<file path="config.mk">
export PLATFORM = sky130hd
export DESIGN_NAME = tetromino_bag_queue_flat
export DESIGN_NICKNAME = d
export VERILOG_FILES = /design/src/rtl/tetromino_bag_queue_if.sv /design/src/rtl/tetromino_bag_queue.sv /design/src/flat_wrapper.sv
export SDC_FILE = /design/constraint.sdc
export NUM_CORES = 1
export LEC_CHECK = 0
export ABC_AREA = 1
export BUFFER_PORTS_ARGS = -buffer_cell sky130_fd_sc_hd__buf_2
export CELL_PAD_IN_SITES_DETAIL_PLACEMENT = 0
export CELL_PAD_IN_SITES_GLOBAL_PLACEMENT = 1
export CORE_ASPECT_RATIO = 1.5
export CORE_MARGIN = 10
export CORE_UTILIZATION = 42
export CTS_CLUSTER_DIAMETER = 80
export DETAILED_ROUTE_END_ITERATION = 10
export PLACE_DENSITY = 0.87
export SLEW_MARGIN = 20
export SYNTH_ARGS = -nofsm -noshare
export SYNTH_HDL_FRONTEND = slang
export SYNTH_SLANG_ARGS = --single-unit
</file>
<file path="constraint.sdc">
create_clock -name clk -period 9.05 [get_ports clk]
set_input_delay 1.3575 -clock clk [delete_from_list [all_inputs] [get_ports clk]]
set_output_delay 1.3575 -clock clk [all_outputs]
set_load 0.1 [all_outputs]
</file>
<file path="src/rtl/tetromino_bag_queue_if.sv">
// Handshake bundle between game control / preview renderer and the
// tetromino bag queue. Game control owns pop and the seeding inputs;
// the queue owns the head and preview outputs.
interface tetromino_bag_queue_if #(
  parameter int LFSR_W        = 16,
  parameter int PREVIEW_DEPTH = 3
);
  logic                       pop;
  logic                       seed_load;
  logic [LFSR_W-1:0]          seed_value;
  logic                       head_valid;
  logic [2:0]                 head_idx;
  logic signed [5:0]          head_x;
  logic signed [5:0]          head_y;
  logic [3*PREVIEW_DEPTH-1:0] preview_idx;
  logic [PREVIEW_DEPTH-1:0]   preview_valid;

  modport master (
    output pop, seed_load, seed_value,
    input  head_valid, head_idx, head_x, head_y, preview_idx, preview_valid
  );

  modport slave (
    input  pop, seed_load, seed_value,
    output head_valid, head_idx, head_x, head_y, preview_idx, preview_valid
  );
endinterface

</file>
<file path="src/rtl/tetromino_bag_queue.sv">
// Tetromino generator with a look-ahead queue. An XNOR LFSR supplies a
// random value every cycle; each time the queue has a free slot a piece is
// drawn (7-bag or plain mod-7) and appended behind the head.
`ifndef TETROMINO_I_IDX
`define TETROMINO_I_IDX 3'd0
`endif

module tetromino_bag_queue #(
  parameter int                LFSR_W        = 16,
  parameter logic [LFSR_W-1:0] LFSR_TAPS     = 16'hD008,
  parameter logic [LFSR_W-1:0] SEED          = 16'd4425,
  parameter int                PREVIEW_DEPTH = 3,
  parameter bit                BAG_MODE      = 1'b1
) (
  input logic                   clk,
  input logic                   reset,
  tetromino_bag_queue_if.slave  bus
);

  localparam int DEPTH = PREVIEW_DEPTH + 1;
  localparam int CNT_W = $clog2(DEPTH + 1);

  logic [LFSR_W-1:0]        lfsr_q, lfsr_d;
  logic [6:0]               mask_q, mask_d;
  logic [CNT_W-1:0]         count_q, count_d;
  logic [2:0]               slot_q [DEPTH];
  logic [2:0]               slot_d [DEPTH];
  logic                     head_valid_q, head_valid_d;
  logic [PREVIEW_DEPTH-1:0] preview_valid_q, preview_valid_d;

  logic [LFSR_W-1:0]        lfsr_mod7;
  logic [2:0]               draw_r;
  logic [2:0]               draw_piece;
  logic [3:0]               cand;
  logic [6:0]               mask_used;
  logic [CNT_W-1:0]         fill_count;

  // Draw a piece from the current LFSR value; in bag mode probe forward from
  // r for the first piece still in the bag (lowest offset wins).
  always_comb begin
    lfsr_mod7  = lfsr_q % LFSR_W'(7);
    draw_r     = lfsr_mod7[2:0];
    draw_piece = draw_r;
    cand       = 4'd0;
    if (BAG_MODE) begin
      for (int i = 6; i >= 0; i--) begin
        cand = {1'b0, draw_r} + 4'(i);
        if (cand >= 4'd7) begin
          cand = cand - 4'd7;
        end
        if (mask_q[cand[2:0]]) begin
          draw_piece = cand[2:0];
        end
      end
    end
    mask_used = mask_q & ~(7'd1 << draw_piece);
  end

  // Next state: LFSR step, pop-shift toward the head, then append into the
  // first free slot so a full queue stays full across a pop.
  always_comb begin
    lfsr_d     = {lfsr_q[LFSR_W-2:0], ~^(lfsr_q & LFSR_TAPS)};
    mask_d     = mask_q;
    slot_d     = slot_q;
    fill_count = count_q;
    if (bus.pop && (count_q != '0)) begin
      for (int i = 0; i < DEPTH - 1; i++) begin
        slot_d[i] = slot_q[i+1];
      end
      slot_d[DEPTH-1] = 3'd0;
      fill_count      = count_q - CNT_W'(1);
    end
    count_d = fill_count;
    if (fill_count < CNT_W'(DEPTH)) begin
      slot_d[fill_count] = draw_piece;
      count_d            = fill_count + CNT_W'(1);
      if (BAG_MODE) begin
        mask_d = (mask_used == 7'd0) ? 7'h7F : mask_used;
      end
    end
    head_valid_d = (count_d != '0);
    for (int k = 0; k < PREVIEW_DEPTH; k++) begin
      preview_valid_d[k] = (count_d > CNT_W'(k + 1));
    end
  end

  // State register; reset beats seed_load, and an all-ones seed would lock
  // the XNOR LFSR so it is swapped for the default seed.
  always_ff @(posedge clk) begin
    if (reset || bus.seed_load) begin
      if (reset || (&bus.seed_value)) begin
        lfsr_q <= SEED;
      end else begin
        lfsr_q <= bus.seed_value;
      end
      mask_q          <= 7'h7F;
      count_q         <= '0;
      head_valid_q    <= 1'b0;
      preview_valid_q <= '0;
      for (int i = 0; i < DEPTH; i++) begin
        slot_q[i] <= 3'd0;
      end
    end else begin
      lfsr_q          <= lfsr_d;
      mask_q          <= mask_d;
      count_q         <= count_d;
      head_valid_q    <= head_valid_d;
      preview_valid_q <= preview_valid_d;
      for (int i = 0; i < DEPTH; i++) begin
        slot_q[i] <= slot_d[i];
      end
    end
  end

  // Drive the bus from the registered queue; spawn position decodes the head.
  always_comb begin
    bus.head_valid    = head_valid_q;
    bus.head_idx      = slot_q[0];
    bus.preview_valid = preview_valid_q;
    bus.preview_idx   = '0;
    for (int k = 0; k < PREVIEW_DEPTH; k++) begin
      bus.preview_idx[3*k +: 3] = slot_q[k+1];
    end
    bus.head_x = 6'sd3;
    bus.head_y = (slot_q[0] == `TETROMINO_I_IDX) ? 6'sd0 : -6'sd1;
  end

endmodule

</file>
<file path="src/flat_wrapper.sv">
// flat-port wrapper written by rule: the top's interface ports become plain ports
module tetromino_bag_queue_flat 
#(
  parameter int                LFSR_W        = 16,
  parameter logic [LFSR_W-1:0] LFSR_TAPS     = 16'hD008,
  parameter logic [LFSR_W-1:0] SEED          = 16'd4425,
  parameter int                PREVIEW_DEPTH = 3,
  parameter bit                BAG_MODE      = 1'b1
)
  (clk, reset, bus_pop, bus_seed_load, bus_seed_value, bus_head_valid, bus_head_idx, bus_head_x, bus_head_y, bus_preview_idx, bus_preview_valid);
  tetromino_bag_queue_if #(.LFSR_W(LFSR_W), .PREVIEW_DEPTH(PREVIEW_DEPTH)) bus_i ();
  input logic clk;
  input logic reset;
  input wire logic [$bits(bus_i.pop)-1:0] bus_pop;
  input wire logic [$bits(bus_i.seed_load)-1:0] bus_seed_load;
  input wire logic [$bits(bus_i.seed_value)-1:0] bus_seed_value;
  output wire logic [$bits(bus_i.head_valid)-1:0] bus_head_valid;
  output wire logic [$bits(bus_i.head_idx)-1:0] bus_head_idx;
  output wire logic [$bits(bus_i.head_x)-1:0] bus_head_x;
  output wire logic [$bits(bus_i.head_y)-1:0] bus_head_y;
  output wire logic [$bits(bus_i.preview_idx)-1:0] bus_preview_idx;
  output wire logic [$bits(bus_i.preview_valid)-1:0] bus_preview_valid;
  assign bus_i.pop = bus_pop;
  assign bus_i.seed_load = bus_seed_load;
  assign bus_i.seed_value = bus_seed_value;
  assign bus_head_valid = bus_i.head_valid;
  assign bus_head_idx = bus_i.head_idx;
  assign bus_head_x = bus_i.head_x;
  assign bus_head_y = bus_i.head_y;
  assign bus_preview_idx = bus_i.preview_idx;
  assign bus_preview_valid = bus_i.preview_valid;
  tetromino_bag_queue #(.LFSR_W(LFSR_W), .LFSR_TAPS(LFSR_TAPS), .SEED(SEED), .PREVIEW_DEPTH(PREVIEW_DEPTH), .BAG_MODE(BAG_MODE)) u_core (.clk(clk), .reset(reset), .bus(bus_i));
endmodule
</file>
==> impl_metrics.ini <==
[worst_setup_path]
cp_max_fo = 7
critPathArrivalTime_ns = 8.63
cpMaxStageDelayCell = dfxtp_4
worst_setup_path_start_kind = flop
crit_top_cell = nand2_1
cp-end-kind = flop
cp.required_ns = 9.28
cpPeakStageDelay_ns = 0.37
critPathKind = flop to flop

[cells_and_area]
nNetsFinal = 888
fin_area_sq_um = 5520
area_growth_pct = 16.8
stdcell_count = 995
diodes = 0
drive_above_1_share = 0.243

[placement]
dpl-instance-area_sq_um = 4980
dp_cells = 966
place_ws_ns = 0.0583
dp_hpwl_mm = 10.4
place_congestion = 0.876
port_buffers = 41

[routing]
viasPerCell = 5.16
vias = 5132
drt_pass1_iterations = 5
drt_iter0_drc = 264
wire_per_inst_um = 13.7
totalWireLength_mm = 13.6
ant_nets = 0
drc = 0

[synthesis]
synthFlopType = dfxtp_1
synth_mux_area_frac = 0
synth_area_leaders = nand2_1, dfxtp_1, nand3_1, inv_1, ha_1
seq_area_frac_synth = 0.178
post-synth-top-count-cell = nand2_1
synth_top_area_share = 0.190
synth_top_family_by_area = simple AND/OR/NAND/NOR gates
yosysWarningCount = 0
synth_fa_ha_area_frac = 0.0572
synth-xor-area-share = 0.0180
synth_area_sq_um = 4730
synth_compound_area_frac = 0.152
synth_cells = 797
synth_edf_count = 0
async_reset_ff_frac = 0
yosys_register_bits = 42
synth_common_cells = nand2_1, inv_1, nand3_1, nor2_1, dfxtp_1
yosys.area.top_type = nand2_1
synth_cell_types = 50
yosys.area_share.simple = 0.453
syn_area_per_cell_sq_um = 5.93

[cts]
ctsHtreeMaxLevel = 2
numCtsBuffers = 5
cts_sinks = 42
cts.clk_slew.worst_paths_ns = 0.06
cts_hold_buffers = 0
clockBufferDepth = 2
clkLatencyLatePin_ns = 0.28
cts_root_buf = clkbuf_16
cts_tree = yes

[min_path]
hp-class = flop to flop

[sta]
tightest_slew_ns = 0.829
min_period_ns = 8.41
holdWs_ns = 0.497
maxSlewViolCount = 0
slew_headroom = 0.447
setup_viol = 0
max_freq_mhz = 119
hold_viol_final = 0
fin_skew_ns = 0.00446
setup_slack_ns = 0.644
fin_crit_sh = 0.929

[global_routing]
grt.total_usage = 0.159
grt_max_degree = 26
first_global_vias = 4757
grt_overflow = 0
grt_first_pass_wirelength_mm = 21.6
grt_antenna_before_repair = 0

[run_status]
outcome = finished clean

[die]
ioPinCount = 48
core_sq_um = 11100
die_w_um = 107
start_util = 0.428
die_y_um = 150
rows = 47
dieArea_sq_um = 16000

[flow_run]
drv_cap = 0
## final timing paths
| kind | slack, ns | endpoint | cells after the start | from |
|---|---|---|---|---|
| min reg2reg | 0.50 | u_core.bus.preview_idx[0] | 2 | u_core.bus.preview_idx[3] |
| min | 0.50 | u_core.bus.preview_idx[0] | 2 | u_core.bus.preview_idx[3] |
| max | 0.64 | u_core.mask_q[5] | 73 | u_core.lfsr_q[14] |
| max reg2reg | 0.64 | u_core.mask_q[5] | 73 | u_core.lfsr_q[14] |
## logic make-up after synthesis
| kind of cell | Yosys count |
|---|---|
| buffers and inverters | 157 |
| adder cells (fa/ha/maj) | 21 |
| XOR/XNOR | 8 |
| other | 2 |
| AO/OA/AOI/OAI | 114 |
| AND/OR/NAND/NOR | 453 |
| flip-flops | 42 |
## through the flow
step / TNS, ns / util
final: 0 / 0.499
after global routing: -0.696 / 0.499
after CTS: 0 / 0.463
after detailed placement: 0 / 0.450
after global placement: 0 / 0.450
after floorplan: 0 / -
## registers in the layout, indices dropped and copies added, names as in the netlist
register and count:
u_core.bus.preview_idx 9, u_core.bus.preview_valid 3, u_core.mask_q 7, u_core.count_q 3, u_core.bus.head_idx 3, u_core.lfsr_q 16, u_core.bus.head_valid 1
## cell type report
type	instances	area, sq um
multi-input combinational	603	3460
clock buffer	6	129
tap	147	184
inverter	134	510
timing repair buffer	61	368
clock inverter	2	13.8
sequential	42	852
fill	1198	5540
## timing repair
item / CTS / global route
pin swaps: 0 / 23
hold endpoints to repair: 0 / 0
resized for setup: 1 / 65
gates cloned: 0 / 1
endpoints found under the setup margin: 1 / 19
setup buffers: 0 / 20
## critical path, delay by kind of cell, from the launching register on
family                   cells  cell delay (ns)
AND/OR/NAND/NOR             59             5.72
adder cells (fa/ha/maj)      5             1.08
AO/OA/AOI/OAI                4             0.65
flip-flops                   1             0.37
buffers and inverters        4             0.28
XOR/XNOR                     1             0.20
## cell usage in the layout, fill, tap and decap left out, drive strengths merged
master,n
and2,1
o2111ai,1
nor2,54
nand4,21
buf,61
nand3,99
nand2,274
or3b,1
inv,132
o21ai,47
nand3b,2
fa,1
nor4,1
a211oi,1
a21boi,3
o211ai,14
dfxtp,42
xor2,7
o21a,3
o21bai,3
clkinv,4
a21oi,24
or2,1
a311oi,2
o22ai,15
clkbuf,6
conb,6
a21o,1
xnor2,1
ha,20
## metal layers
| layer | vias to the layer above | track usage | routed length, um |
|---|---|---|---|
| met5 | - | 0 | 0 |
| met4 | 0 | 0.0557 | 305 |
| met3 | 24 | 0.0207 | 430 |
| met2 | 103 | 0.305 | 7410 |
| met1 | 2348 | 0.172 | 5500 |
| li1 | 2657 | - | - |
Power is left out: the tool's default activity adds up to more than one toggle a clock period on the data nets, which glitch-free logic cannot reach.
